File: src/rtl/cdb_defines.sv
// Shared CDB defines: register/ROB index widths, the zero physical register
// and the source numbering used on the common data bus.
`ifndef CDB_DEFINES_SV
`define CDB_DEFINES_SV

`define PRF_IDX      6
`define ROB_IDX      5
`define ZERO_PRF     6'd0

`define CDB_NSRC     3
`define CDB_SRC_EX   0
`define CDB_SRC_MULT 1
`define CDB_SRC_MEM  2

`endif

File: src/rtl/cdb_arbiter_pkg.sv
// CDB arbiter package: widths, source ids, result payload and rr helper.
`include "cdb_defines.sv"

package cdb_arbiter_pkg;

   localparam int unsigned PRF_W    = `PRF_IDX;
   localparam int unsigned ROB_W    = `ROB_IDX;
   localparam int unsigned VAL_W    = 64;
   localparam int unsigned NSRC     = `CDB_NSRC;
   localparam int unsigned SRC_W    = 2;
   localparam int unsigned SRC_EX   = `CDB_SRC_EX;
   localparam int unsigned SRC_MULT = `CDB_SRC_MULT;
   localparam int unsigned SRC_MEM  = `CDB_SRC_MEM;

   localparam logic [PRF_W-1:0] ZERO_PRF = `ZERO_PRF;

   typedef struct packed {
      logic [PRF_W-1:0] tag;
      logic [ROB_W-1:0] rob;
      logic [VAL_W-1:0] value;
   } cdb_entry_t;

   // Next source in round-robin order, wrapping modulo NSRC.
   function automatic logic [SRC_W-1:0] src_next(input logic [SRC_W-1:0] s);
      return (s >= SRC_W'(NSRC - 1)) ? '0 : s + SRC_W'(1);
   endfunction

endpackage

File: src/rtl/cdb_fifo.sv
// Circular result queue: push at tail, pop at head, head data read combinationally.
module cdb_fifo #(
   parameter int unsigned DEPTH = 4,
   parameter int unsigned IDX   = 2,
   parameter int unsigned W     = 8
) (
   input  logic         clk,
   input  logic         reset,
   input  logic         push_i,
   input  logic [W-1:0] din_i,
   input  logic         pop_i,
   output logic         full_c_o,
   output logic         empty_c_o,
   output logic [W-1:0] head_c_o
);

   localparam int unsigned CNT_W = IDX + 1;

   logic [W-1:0]     mem_q [DEPTH];
   logic [IDX-1:0]   head_q, head_d;
   logic [IDX-1:0]   tail_q, tail_d;
   logic [CNT_W-1:0] count_q, count_d;
   logic             do_push, do_pop;

   assign full_c_o  = (count_q == CNT_W'(DEPTH));
   assign empty_c_o = (count_q == '0);
   assign head_c_o  = mem_q[head_q];

   // Pointer and occupancy next-state; pushes into a full queue are dropped.
   always_comb begin
      do_push = push_i && !full_c_o;
      do_pop  = pop_i && !empty_c_o;
      head_d  = head_q;
      tail_d  = tail_q;
      count_d = count_q;
      if (do_push) tail_d = tail_q + IDX'(1);
      if (do_pop)  head_d = head_q + IDX'(1);
      if (do_push && !do_pop)      count_d = count_q + CNT_W'(1);
      else if (do_pop && !do_push) count_d = count_q - CNT_W'(1);
   end

   // Pointer/count state, cleared asynchronously.
   always_ff @(posedge clk or posedge reset) begin
      if (reset) begin
         head_q  <= '0;
         tail_q  <= '0;
         count_q <= '0;
      end else begin
         head_q  <= head_d;
         tail_q  <= tail_d;
         count_q <= count_d;
      end
   end

   // Storage needs no reset: occupancy alone decides what is valid.
   always_ff @(posedge clk) begin
      if (do_push) mem_q[tail_q] <= din_i;
   end

endmodule

File: src/rtl/cdb_arbiter.sv
// CDB producer: per-class result queues, round-robin broadcast, credit-based
// free signals back to the reservation stations.
// Optional macro CDB_BYPASS_EN: an empty-queue result may go straight to the
// CDB in its done cycle when nothing queued wins the grant.
import cdb_arbiter_pkg::*;

module cdb_arbiter #(
   parameter int unsigned Q_DEPTH = 4,
   parameter int unsigned Q_IDX   = 2
) (
   input  logic             clk,
   input  logic             reset,
   input  logic             ex_issue,
   input  logic             mult_issue,
   input  logic             mem_issue,
   input  logic             ex_done,
   input  logic             mult_done,
   input  logic             mem_done,
   input  logic [PRF_W-1:0] ex_tag,
   input  logic [PRF_W-1:0] mult_tag,
   input  logic [PRF_W-1:0] mem_tag,
   input  logic [ROB_W-1:0] ex_rob,
   input  logic [ROB_W-1:0] mult_rob,
   input  logic [ROB_W-1:0] mem_rob,
   input  logic [63:0]      ex_value,
   input  logic [63:0]      mult_value,
   input  logic [63:0]      mem_value,
   output logic             ex_free,
   output logic             mult_free,
   output logic             mem_free,
   output logic             cdb_valid,
   output logic [PRF_W-1:0] cdb_tag,
   output logic [ROB_W-1:0] cdb_rob_idx,
   output logic [63:0]      cdb_value
);

   localparam int unsigned CNT_W = Q_IDX + 1;

   logic [NSRC-1:0]  issue_c, done_c, q_req_c, q_empty_c, q_full_c;
   logic [NSRC-1:0]  push_c, pop_c, grant_c;
   cdb_entry_t       in_c   [NSRC];
   cdb_entry_t       head_c [NSRC];
   cdb_entry_t       sel_c;
   logic [CNT_W-1:0] credit_q [NSRC];
   logic [CNT_W-1:0] credit_d [NSRC];
   logic [SRC_W-1:0] rr_ptr_q, rr_ptr_d, gnt_src_c, arb_idx_c;
   logic             gnt_vld_c, gnt_byp_c;

   assign issue_c = {mem_issue, mult_issue, ex_issue};
   assign done_c  = {mem_done, mult_done, ex_done};
   assign in_c[SRC_EX]   = '{tag: ex_tag,   rob: ex_rob,   value: ex_value};
   assign in_c[SRC_MULT] = '{tag: mult_tag, rob: mult_rob, value: mult_value};
   assign in_c[SRC_MEM]  = '{tag: mem_tag,  rob: mem_rob,  value: mem_value};

   for (genvar g = 0; g < NSRC; g++) begin : g_q
      cdb_fifo #(
         .DEPTH (Q_DEPTH),
         .IDX   (Q_IDX),
         .W     ($bits(cdb_entry_t))
      ) u_q (
         .clk       (clk),
         .reset     (reset),
         .push_i    (push_c[g]),
         .din_i     (in_c[g]),
         .pop_i     (pop_c[g]),
         .full_c_o  (q_full_c[g]),
         .empty_c_o (q_empty_c[g]),
         .head_c_o  (head_c[g])
      );
      assign q_req_c[g] = !q_empty_c[g];
   end

`ifdef CDB_BYPASS_EN
   logic [NSRC-1:0] byp_req_c;
   assign byp_req_c = q_empty_c & done_c;
`endif

   // Round-robin pick from rr_ptr; queued heads outrank same-cycle bypass.
   always_comb begin
      gnt_vld_c = 1'b0;
      gnt_byp_c = 1'b0;
      gnt_src_c = '0;
      arb_idx_c = rr_ptr_q;
      for (int unsigned k = 0; k < NSRC; k++) begin
         if (!gnt_vld_c && q_req_c[arb_idx_c]) begin
            gnt_vld_c = 1'b1;
            gnt_src_c = arb_idx_c;
         end
         arb_idx_c = src_next(arb_idx_c);
      end
`ifdef CDB_BYPASS_EN
      arb_idx_c = rr_ptr_q;
      for (int unsigned k = 0; k < NSRC; k++) begin
         if (!gnt_vld_c && byp_req_c[arb_idx_c]) begin
            gnt_vld_c = 1'b1;
            gnt_byp_c = 1'b1;
            gnt_src_c = arb_idx_c;
         end
         arb_idx_c = src_next(arb_idx_c);
      end
`endif
   end

   // Queue control and credit next-state per source.
   always_comb begin
      grant_c  = '0;
      pop_c    = '0;
      push_c   = '0;
      credit_d = credit_q;
      for (int unsigned i = 0; i < NSRC; i++) begin
         grant_c[i] = gnt_vld_c && (gnt_src_c == SRC_W'(i));
         pop_c[i]   = grant_c[i] && !gnt_byp_c;
         push_c[i]  = done_c[i] && !(grant_c[i] && gnt_byp_c) && !q_full_c[i];
         if (issue_c[i] && !grant_c[i]) begin
            credit_d[i] = (credit_q[i] == '0) ? '0 : credit_q[i] - CNT_W'(1);
         end else if (grant_c[i] && !issue_c[i]) begin
            credit_d[i] = credit_q[i] + CNT_W'(1);
         end
      end
   end

   assign rr_ptr_d = gnt_vld_c ? src_next(gnt_src_c) : rr_ptr_q;

   // CDB drive: granted head (or bypassed input), idle values otherwise.
   always_comb begin
      sel_c       = gnt_byp_c ? in_c[gnt_src_c] : head_c[gnt_src_c];
      cdb_valid   = gnt_vld_c;
      cdb_tag     = ZERO_PRF;
      cdb_rob_idx = '0;
      cdb_value   = '0;
      if (gnt_vld_c) begin
         cdb_tag     = sel_c.tag;
         cdb_rob_idx = sel_c.rob;
         cdb_value   = sel_c.value;
      end
   end

   assign ex_free   = (credit_q[SRC_EX]   != '0);
   assign mult_free = (credit_q[SRC_MULT] != '0);
   assign mem_free  = (credit_q[SRC_MEM]  != '0);

   // Credits and rr pointer; reset discards everything in flight.
   always_ff @(posedge clk or posedge reset) begin
      if (reset) begin
         rr_ptr_q <= '0;
         for (int unsigned i = 0; i < NSRC; i++) credit_q[i] <= CNT_W'(Q_DEPTH);
      end else begin
         rr_ptr_q <= rr_ptr_d;
         credit_q <= credit_d;
      end
   end

endmodule

File: config.mk
export PLATFORM = sky130hd
export DESIGN_NAME = cdb_arbiter
export DESIGN_NICKNAME = d
export VERILOG_FILES = /design/src/rtl/cdb_arbiter_pkg.sv /design/src/rtl/cdb_fifo.sv /design/src/rtl/cdb_arbiter.sv
export VERILOG_INCLUDE_DIRS = /design/src /design/src/rtl
export SDC_FILE = /design/constraint.sdc
export NUM_CORES = 1
export LEC_CHECK = 0
export BUFFER_PORTS_ARGS = -buffer_cell sky130_fd_sc_hd__buf_2
export CORE_MARGIN = 2
export CORE_UTILIZATION = 55
export CTS_CLUSTER_SIZE = 14
export DETAILED_ROUTE_END_ITERATION = 7
export PLACE_DENSITY_LB_ADDON = 0.3
export SYNTH_ARGS = -nofsm -noshare
export SYNTH_HDL_FRONTEND = slang
export SYNTH_SLANG_ARGS = --single-unit
File: constraint.sdc
create_clock -name clk -period 7.5 [get_ports clk]
set_input_delay 1.5 -clock clk [delete_from_list [all_inputs] [get_ports clk]]
set_output_delay 1.5 -clock clk [all_outputs]
set_load 0.02 [all_outputs]
# ---- After elaboration in Yosys (flattened, before gate mapping)
# Memories as Yosys holds them, arrays and structs flattened.
# Cells that the tools add are included.
dict set report classes {
  n_bitwise 1
  n_mux 42
  magnitude_cmp 7
  n_reduce_logical 62
  add_sub_neg 21
  eq_ne 5
}
# op count
set ops {}
lappend ops {{$bmux 75 s2} 1}
lappend ops {{$mux 75} 2}
lappend ops {{$mux 64} 1}
lappend ops {{$mux 3} 15}
lappend ops {{$logic_and 1x1->1} 26}
lappend ops {{$logic_not 1->1} 20}
lappend ops {{$add 2x1->2 const B} 9}
lappend ops {{$add 3x1->3 const B} 6}
lappend ops {{$logic_not 3->1} 6}
lappend ops {{$sub 3x1->3 const B} 6}
lappend ops {{$mux 1} 12}
lappend ops {{$mux 2} 6}
lappend ops {{$reduce_bool 2->1} 6}
lappend ops {{$eq 3x3->1 const B} 3}
lappend ops {{$lt 2x3->1 const B} 3}
lappend ops {{$reduce_bool 3->1} 3}
lappend ops {{$bmux 1 s2} 3}
lappend ops {{$ge 2x2->1 const B} 3}
lappend ops {{$mux 6} 1}
lappend ops {{$mux 5} 1}
lappend ops {{$ge 3x3->1 const B} 1}
lappend ops {{$not 2->3} 1}
lappend ops {{$eq 2x1->1 const B} 1}
lappend ops {{$eq 2x2->1 const B} 1}
lappend ops {{$logic_not 2->1} 1}
dict set report word_totals {
  mem_count 3
  ram_bits 900
  reg_bits 32
  inputBits 233
}
# name words word_bits rd rd_ports_with_merged_regs write_ports line
set mem_list {}
lappend mem_list {{g_q[0].u_q.mem_q} 4 75 1 0 1 cdb_fifo.sv:19} ;# logic [W-1:0] mem_q [DEPTH];
lappend mem_list {{g_q[1].u_q.mem_q} 4 75 1 0 1 cdb_fifo.sv:19}
lappend mem_list {{g_q[2].u_q.mem_q} 4 75 1 0 1 cdb_fifo.sv:19}

# ---- Depth between registers and ports, before layout
dict set report depth {
  ltp_word 17
  depth_mapped 11
}

# ---- By module
# Synthesis repeated with hierarchy kept, for this count alone.
dict set report unflattened {
  cells_unflattened 1561
  area_unflattened_um2 36105.9
}
# module n_inst cells_per_inst area_per_inst_um2 seq_area_each_um2
set by_module_without_submodules {}
lappend by_module_without_submodules {cdb_fifo 3 428 11274.6 9183.8}
lappend by_module_without_submodules {cdb_arbiter 1 277 2282.2 279.0}

# ---- Worst setup path before layout
# Ideal clock, no wire load.
dict set report synth_path {
  path_type {input port to flip-flop}
  start {in ex_done}
  end {mem g_q[0].u_q.mem_q[0][0] in the netlist's numbering, enable pin}
  setup_time_ps 441
  required_ps 7059
  setup_slack_ps 3375
  arrival_time_ps 3683
  stages 2
  n_path_buf 0
  path_cell_list {a21boi_1 > and2_1}
}
dict set report synth_via {
  elab_chain_len 4
}
# element line
set synth_lines {}
lappend synth_lines {{start, declared} cdb_arbiter.sv:16} ;# input logic ex_done,
lappend synth_lines {{$logic_and 1x1->1} cdb_arbiter.sv:113} ;# push_c[i] = done_c[i] && !(grant_c[i] && gnt_byp_c) && !q_full_c[i];
lappend synth_lines {{$logic_and 1x1->1} cdb_fifo.sv:31} ;# do_push = push_i && !full_c_o;
lappend synth_lines {{$mux 1} cdb_fifo.sv:57} ;# if (do_push) mem_q[tail_q] <= din_i;
lappend synth_lines {{$mux 1 (not written as such)} cdb_fifo.sv:57}
lappend synth_lines {{end, declared} cdb_fifo.sv:19}
# No other way between the ends.

# ---- Worst setup path after layout
dict set report layout_path {
  start {reg g_q[0].u_q.count_q[0]}
  end {out cdb_value[2]}
}
dict set report layout_via {
  elab_chain_len 16
}
# element line
set layout_lines {}
lappend layout_lines {{start, declared} cdb_fifo.sv:22} ;# logic [CNT_W-1:0] count_q, count_d;
lappend layout_lines {{start signal, assigned} cdb_fifo.sv:51} ;# count_q <= count_d;
lappend layout_lines {{$logic_not 3->1 (*)} cdb_fifo.sv:26} ;# assign empty_c_o = (count_q == '0);
lappend layout_lines {{$logic_not 1->1 (*)} cdb_arbiter.sv:70} ;# assign q_req_c[g] = !q_empty_c[g];
lappend layout_lines {{$bmux 1 s2} cdb_arbiter.sv:85} ;# if (!gnt_vld_c && q_req_c[arb_idx_c]) begin
lappend layout_lines {{$mux 1 (not written as such)} cdb_arbiter.sv:85}
lappend layout_lines {{$mux 1} cdb_arbiter.sv:85}
lappend layout_lines {{$logic_not 1->1} cdb_arbiter.sv:85}
lappend layout_lines {{$logic_and 1x1->1} cdb_arbiter.sv:85}
lappend layout_lines {{$mux 1} cdb_arbiter.sv:85}
lappend layout_lines {{$logic_not 1->1} cdb_arbiter.sv:85}
lappend layout_lines {{$logic_and 1x1->1} cdb_arbiter.sv:85}
lappend layout_lines {{$mux 2} cdb_arbiter.sv:85}
lappend layout_lines {{$not 2->3 (not written as such)} cdb_arbiter.sv:126} ;# sel_c = gnt_byp_c ? in_c[gnt_src_c] : head_c[gnt_src_c];
lappend layout_lines {{$bmux 75 s2} cdb_arbiter.sv:126}
lappend layout_lines {{$mux 75 (not written as such) (2 in a row)} cdb_arbiter.sv:126}
lappend layout_lines {{$mux 64 (*)} cdb_arbiter.sv:131} ;# if (gnt_vld_c) begin
lappend layout_lines {{end, declared} cdb_arbiter.sv:34} ;# output logic [63:0] cdb_value
# Every way passes the cells marked *; elsewhere a longest branch is shown, timed or not. The select of a mux whose other input is x is not followed.

==> impl_results.html <==
<table>
<tr><th>Metric</th><th>Value</th></tr>
<tr><th colspan="2">Global route</th></tr>
<tr><td>Vias in the first global route</td><td>between 20000 and 25000</td></tr>
<tr><td>Grt total ovfl</td><td>0</td></tr>
<tr><td>Largest net degree at the start of global routing</td><td>78</td></tr>
<tr><td>Initial antenna violation count</td><td>between 40 and 50</td></tr>
<tr><td>Total global routing track utilization</td><td>between 20% and 30%</td></tr>
<tr><td>Wire length of the first global-routing pass</td><td>about 140 mm</td></tr>
<tr><th colspan="2">Finish</th></tr>
<tr><td>Area Growth Syn to Fin</td><td>14.8%</td></tr>
<tr><td>Net count reported at finish</td><td>between 2000 and 2500</td></tr>
<tr><td>Storage cell area</td><td>27900 sq um</td></tr>
<tr><td>Non-Filler Instances</td><td>slightly above 3000</td></tr>
<tr><td>Fraction of layout instances using a drive strength above 1</td><td>about 34%</td></tr>
<tr><td>Multi-input logic area</td><td>around 8400 sq um</td></tr>
<tr><td>Number of inserted filler cells in the final layout</td><td>around 4500</td></tr>
<tr><td>Commonest non-fill, non-tap cells in the layout</td><td>sky130_fd_sc_hd__edfxtp_1, sky130_fd_sc_hd__buf_2, sky130_fd_sc_hd__mux4_2</td></tr>
<tr><td>Most common cell after layout, fill and taps aside</td><td>sky130_fd_sc_hd__edfxtp_1</td></tr>
<tr><th colspan="2">Worst setup path</th></tr>
<tr><td>Classification of the worst setup path</td><td>reg -&gt; out</td></tr>
<tr><td>Endpoint class of the critical path</td><td>primary output</td></tr>
<tr><td>Worst reg2reg setup slack</td><td>~3.9 ns</td></tr>
<tr><td>Worst reg2reg endpoint</td><td>g_q[2].u_q.count_q[2]</td></tr>
<tr><td>Largest fanout on the critical path</td><td>56</td></tr>
<tr><td>Worst-case reg-to-reg path depth</td><td>10</td></tr>
<tr><td>Critical Path RT</td><td>6.00 ns</td></tr>
<tr><td>Reg2Reg Launch Point</td><td>g_q[0].u_q.count_q[0]</td></tr>
<tr><td>Endpoint arrival time on the critical path</td><td>~4 ns</td></tr>
<tr><td>Kind of start point of the critical path</td><td>flip-flop</td></tr>
<tr><th colspan="2">Floorplan</th></tr>
<tr><td>FP Rows</td><td>94</td></tr>
<tr><td>Die outline width</td><td>263 um</td></tr>
<tr><td>Vertical die dimension</td><td>263 um</td></tr>
<tr><td>Number of top-level design ports</td><td>312</td></tr>
<tr><td>Placeable Area</td><td>approximately 66000 sq um</td></tr>
<tr><td>Area of the die</td><td>69200 sq um</td></tr>
<tr><td>Initial Util</td><td>between 50 and 60%</td></tr>
<tr><th colspan="2">Placed design</th></tr>
<tr><td>Final weighted congestion of routability-driven global placement</td><td>between 0.7 and 0.8</td></tr>
<tr><td>Dpl cells</td><td>between 2000 and 3000</td></tr>
<tr><td>Placed wire-length estimate</td><td>around 53 mm</td></tr>
<tr><td>Count of input and output buffers</td><td>just over 300</td></tr>
<tr><th colspan="2">Timing</th></tr>
<tr><td>Endpoints failing setup</td><td>0</td></tr>
<tr><td>Max-Slew Margin vs Limit</td><td>a little under a fifth</td></tr>
<tr><td>Fin Clk Skew</td><td>just over 0.02 ns</td></tr>
<tr><td>Slew @ Worst Pin</td><td>between 1 and 1.5 ns</td></tr>
<tr><td>Hold slack</td><td>~0.52 ns</td></tr>
<tr><td>Peak Freq</td><td>about 0.18 GHz</td></tr>
<tr><td>Setup_tns</td><td>0 ns</td></tr>
<tr><td>Hold Fails Final Rpt</td><td>0</td></tr>
<tr><td>Final period demand of the worst path</td><td>between 5 and 6 ns</td></tr>
<tr><td>Share of the clock period used by the worst path</td><td>~74%</td></tr>
<tr><td>Unrepaired setup endpoints after global routing</td><td>false</td></tr>
<tr><td>Number of max-slew violations in the final report</td><td>0</td></tr>
<tr><th colspan="2">Route</th></tr>
<tr><td>Final routed DRC violation total</td><td>0</td></tr>
<tr><td>Via Count</td><td>between 15000 and 20000</td></tr>
<tr><td>Detail Route Antenna Nets</td><td>0</td></tr>
<tr><td>Routed length per instance</td><td>between 30 and 40 um</td></tr>
<tr><td>Vias per cell</td><td>6.53</td></tr>
<tr><td>Number of search-and-repair iterations in the first detailed-routing pass</td><td>7</td></tr>
<tr><td>Total routed wirelength</td><td>92.7 mm</td></tr>
<tr><td>Violation count after the first detailed-route iteration</td><td>2175</td></tr>
<tr><th colspan="2">Clock tree</th></tr>
<tr><td>Clk slew on worst S/H paths</td><td>approximately 0.060 ns</td></tr>
<tr><td>Hold-fix buffer count after cts</td><td>0</td></tr>
<tr><td>Post-CTS resize count</td><td>0</td></tr>
<tr><td>Count of H-tree levels built during CTS</td><td>3</td></tr>
<tr><td>Clock sinks</td><td>~930</td></tr>
<tr><td>CTS tree</td><td>built</td></tr>
<tr><td>Clock insertion delay at the later pin of the skew report</td><td>roughly 0.64 ns</td></tr>
<tr><td>Maximum number of buffers from clock root to sink</td><td>3</td></tr>
<tr><td>Postcts setup bufs</td><td>0</td></tr>
<tr><td>CTS buffer count</td><td>93</td></tr>
<tr><td>Clk Tree Root Cell</td><td>sky130_fd_sc_hd__clkbuf_16</td></tr>
<tr><th colspan="2">Synthesis</th></tr>
<tr><td>Syn Inst Count</td><td>around 1800</td></tr>
<tr><td>Post-Synthesis Cell Area</td><td>between 30000 and 40000 sq um</td></tr>
<tr><td>Adder-cell share of the synthesized area</td><td>about 1.2%</td></tr>
<tr><td>Fraction of the mapped netlist area in compound gates</td><td>around 5.1%</td></tr>
<tr><td>Mapped Avg Cell Area</td><td>approximately 21 sq um</td></tr>
<tr><td>Number of library cell types mapped by synthesis</td><td>between 40 and 50</td></tr>
<tr><td>Dominant combinational cell family by area after synthesis</td><td>multiplexers</td></tr>
<tr><td>Post-Synth Simple-Gate Area</td><td>under 10%</td></tr>
<tr><td>Xor-xnor portion of the synthesized cell area</td><td>less than 1%</td></tr>
<tr><td>Total nets after synthesis</td><td>2030</td></tr>
<tr><td>Flip-flop and latch count after synthesis</td><td>around 930</td></tr>
<tr><td>Mux cell area share after synthesis</td><td>13.9%</td></tr>
<tr><td>Count of yosys warnings during synthesis</td><td>0</td></tr>
<tr><td>Sequential-to-total area share from yosys stat</td><td>about three quarters</td></tr>
<tr><th colspan="2">Power and ir drop</th></tr>
<tr><td>Net Sw Power</td><td>6.89 mW</td></tr>
<tr><td>Final total power</td><td>around 19 mW</td></tr>
<tr><td>Maximum VDD drop</td><td>between 300 and 400 uV</td></tr>
<tr><td>Power per cell area</td><td>between 400 and 500 nW/um^2</td></tr>
<tr><td>Proportion of power drawn by flip-flops and latches</td><td>39.4%</td></tr>
<tr><td>Clk pwr share</td><td>24.5%</td></tr>
<tr><td>Static leakage power</td><td>about 14 nW</td></tr>
<tr><td>Int Pwr</td><td>12.2 mW</td></tr>
<tr><td>Switch share</td><td>a little over a third</td></tr>
<tr><td>Combinational fraction of design power</td><td>between 30% and 40%</td></tr>
<tr><th colspan="2">Hold path</th></tr>
<tr><td>Type of the worst min-delay path</td><td>reg -&gt; reg</td></tr>
<tr><td>Endpoint, Worst Hold</td><td>credit_q[1]</td></tr>
<tr><td>Worst hold start</td><td>credit_q[1]</td></tr>
<tr><td>Worst hold path depth</td><td>2</td></tr>
<tr><th colspan="2">Status</th></tr>
<tr><td>Result of the run</td><td>complete, no violations</td></tr>
<tr><th colspan="2">Job</th></tr>
<tr><td>Max-cap violations</td><td>0</td></tr>
</table>
[synthesized netlist by cell type (all sizes together)]
cell type / n / area share (%)
a211oi: 80 / 1.6
nand3: 2 / 0.027
xnor2: 9 / 0.21
mux4: 225 / 14
and3: 1 / 0.017
nor2: 10 / 0.10
ha: 30 / 1.0
o21ai: 92 / 1.3
mux2: 3 / 0.091
edfxtp: 900 / 73
clkbuf: 63 / 0.65
nand4: 75 / 1.3
mux2i: 3 / 0.081
clkinv: 1 / 0.010
xor2: 9 / 0.21
nand2: 10 / 0.11
a21oi: 5 / 0.078
o31ai: 2 / 0.091
a2111oi: 1 / 0.024
nor3: 3 / 0.071
dfstp: 3 / 0.21
dfrtp: 29 / 2.0
a311oi: 75 / 1.8
or3: 1 / 0.017
and2: 12 / 0.20
a21boi: 3 / 0.061
nor3b: 4 / 0.081
fa: 3 / 0.16
a21o: 8 / 0.17
buf: 72 / 1.2
inv: 30 / 0.31
[cell families (layout without fill, tap and decap cells)]
group,after synthesis,count (layout)
AO/OA/AOI/OAI,266,266
XOR/XNOR,18,18
adder cells (fa/ha/maj),33,33
buffers and inverters,166,544
flip-flops,932,932
multiplexers,231,231
other,0,29
AND/OR/NAND/NOR,118,118
[power by group through the flow]
stage	Sequential, mW	Clock, mW	Combinational [mW]
6_report	7.53	4.68	6.92
3_5_place_dp	7.65	0	6.93
2_1_floorplan	7.24	0	4.87
4_1_cts	7.56	4.74	6.97
3_3_place_gp	7.58	0	6.87
5_1_grt	7.64	4.94	7.31
[registers in the layout (all words and copies together), names as in the netlist]
name / flops
credit_q: 9
rr_ptr_q: 2
g_q.u_q.head_q: 6
g_q.u_q.mem_q: 900
g_q.u_q.count_q: 9
g_q.u_q.tail_q: 6
[stage by stage]
stage | utilization [%] | area, sq um | worst slack (ns)
2_1_floorplan | - | 36900 | 3.38
3_3_place_gp | 59.3 | 39200 | 2.58
3_5_place_dp | 59.3 | 39200 | 2.62
4_1_cts | 64.0 | 42300 | 1.95
5_1_grt | 64.1 | 42400 | 1.70
6_report | 64.1 | 42400 | 1.95
[critical path: stages (launching register included)]
cell,delay [ns]
sky130_fd_sc_hd__dfrtp_1,0.53
sky130_fd_sc_hd__nor3_4,0.13
sky130_fd_sc_hd__o21ai_4,0.68
sky130_fd_sc_hd__buf_4,0.86
sky130_fd_sc_hd__a211oi_1,0.18
sky130_fd_sc_hd__a311oi_1,0.71
sky130_fd_sc_hd__buf_2,0.30
[metal layers]
metal / track usage (%) / part of all wire, % / vias up
met4: 9.90 / 2.7 / 40
met5: 0 / 0.26 / -
met2: 43.4 / 50 / 1025
met3: 8.23 / 9.8 / 195
met1: 35.1 / 37 / 10394
li1: - / - / 8165
[worst max-delay path by stage]
| stage | depth (start not counted) | from | slack (ns) | endpoint |
|---|---|---|---|---|
| after floorplan | 2 | ex_done | 3.38 | g_q[0].u_q.mem_q[0][0] |
| after global placement | 5 | g_q[1].u_q.head_q[0] | 2.58 | cdb_value[2] |
| after detailed placement | 5 | g_q[1].u_q.head_q[0] | 2.62 | cdb_value[2] |
| after CTS | 5 | g_q[1].u_q.head_q[0] | 1.95 | cdb_value[2] |
| after global routing | 5 | g_q[1].u_q.head_q[0] | 1.70 | cdb_value[2] |
| final | 6 | g_q[0].u_q.count_q[0] | 1.95 | cdb_value[2] |
[area by class of cell]
class	instances	share of cell area, %
timing repair buffer	340	4.19
sequential	932	65.7
clock inverter	56	1.32
multi-input combinational	666	19.8
clock buffer	117	5.98
tap	864	2.55
inverter	31	0.281
antenna	29	0.171
(Power assumes the default switching activity.)
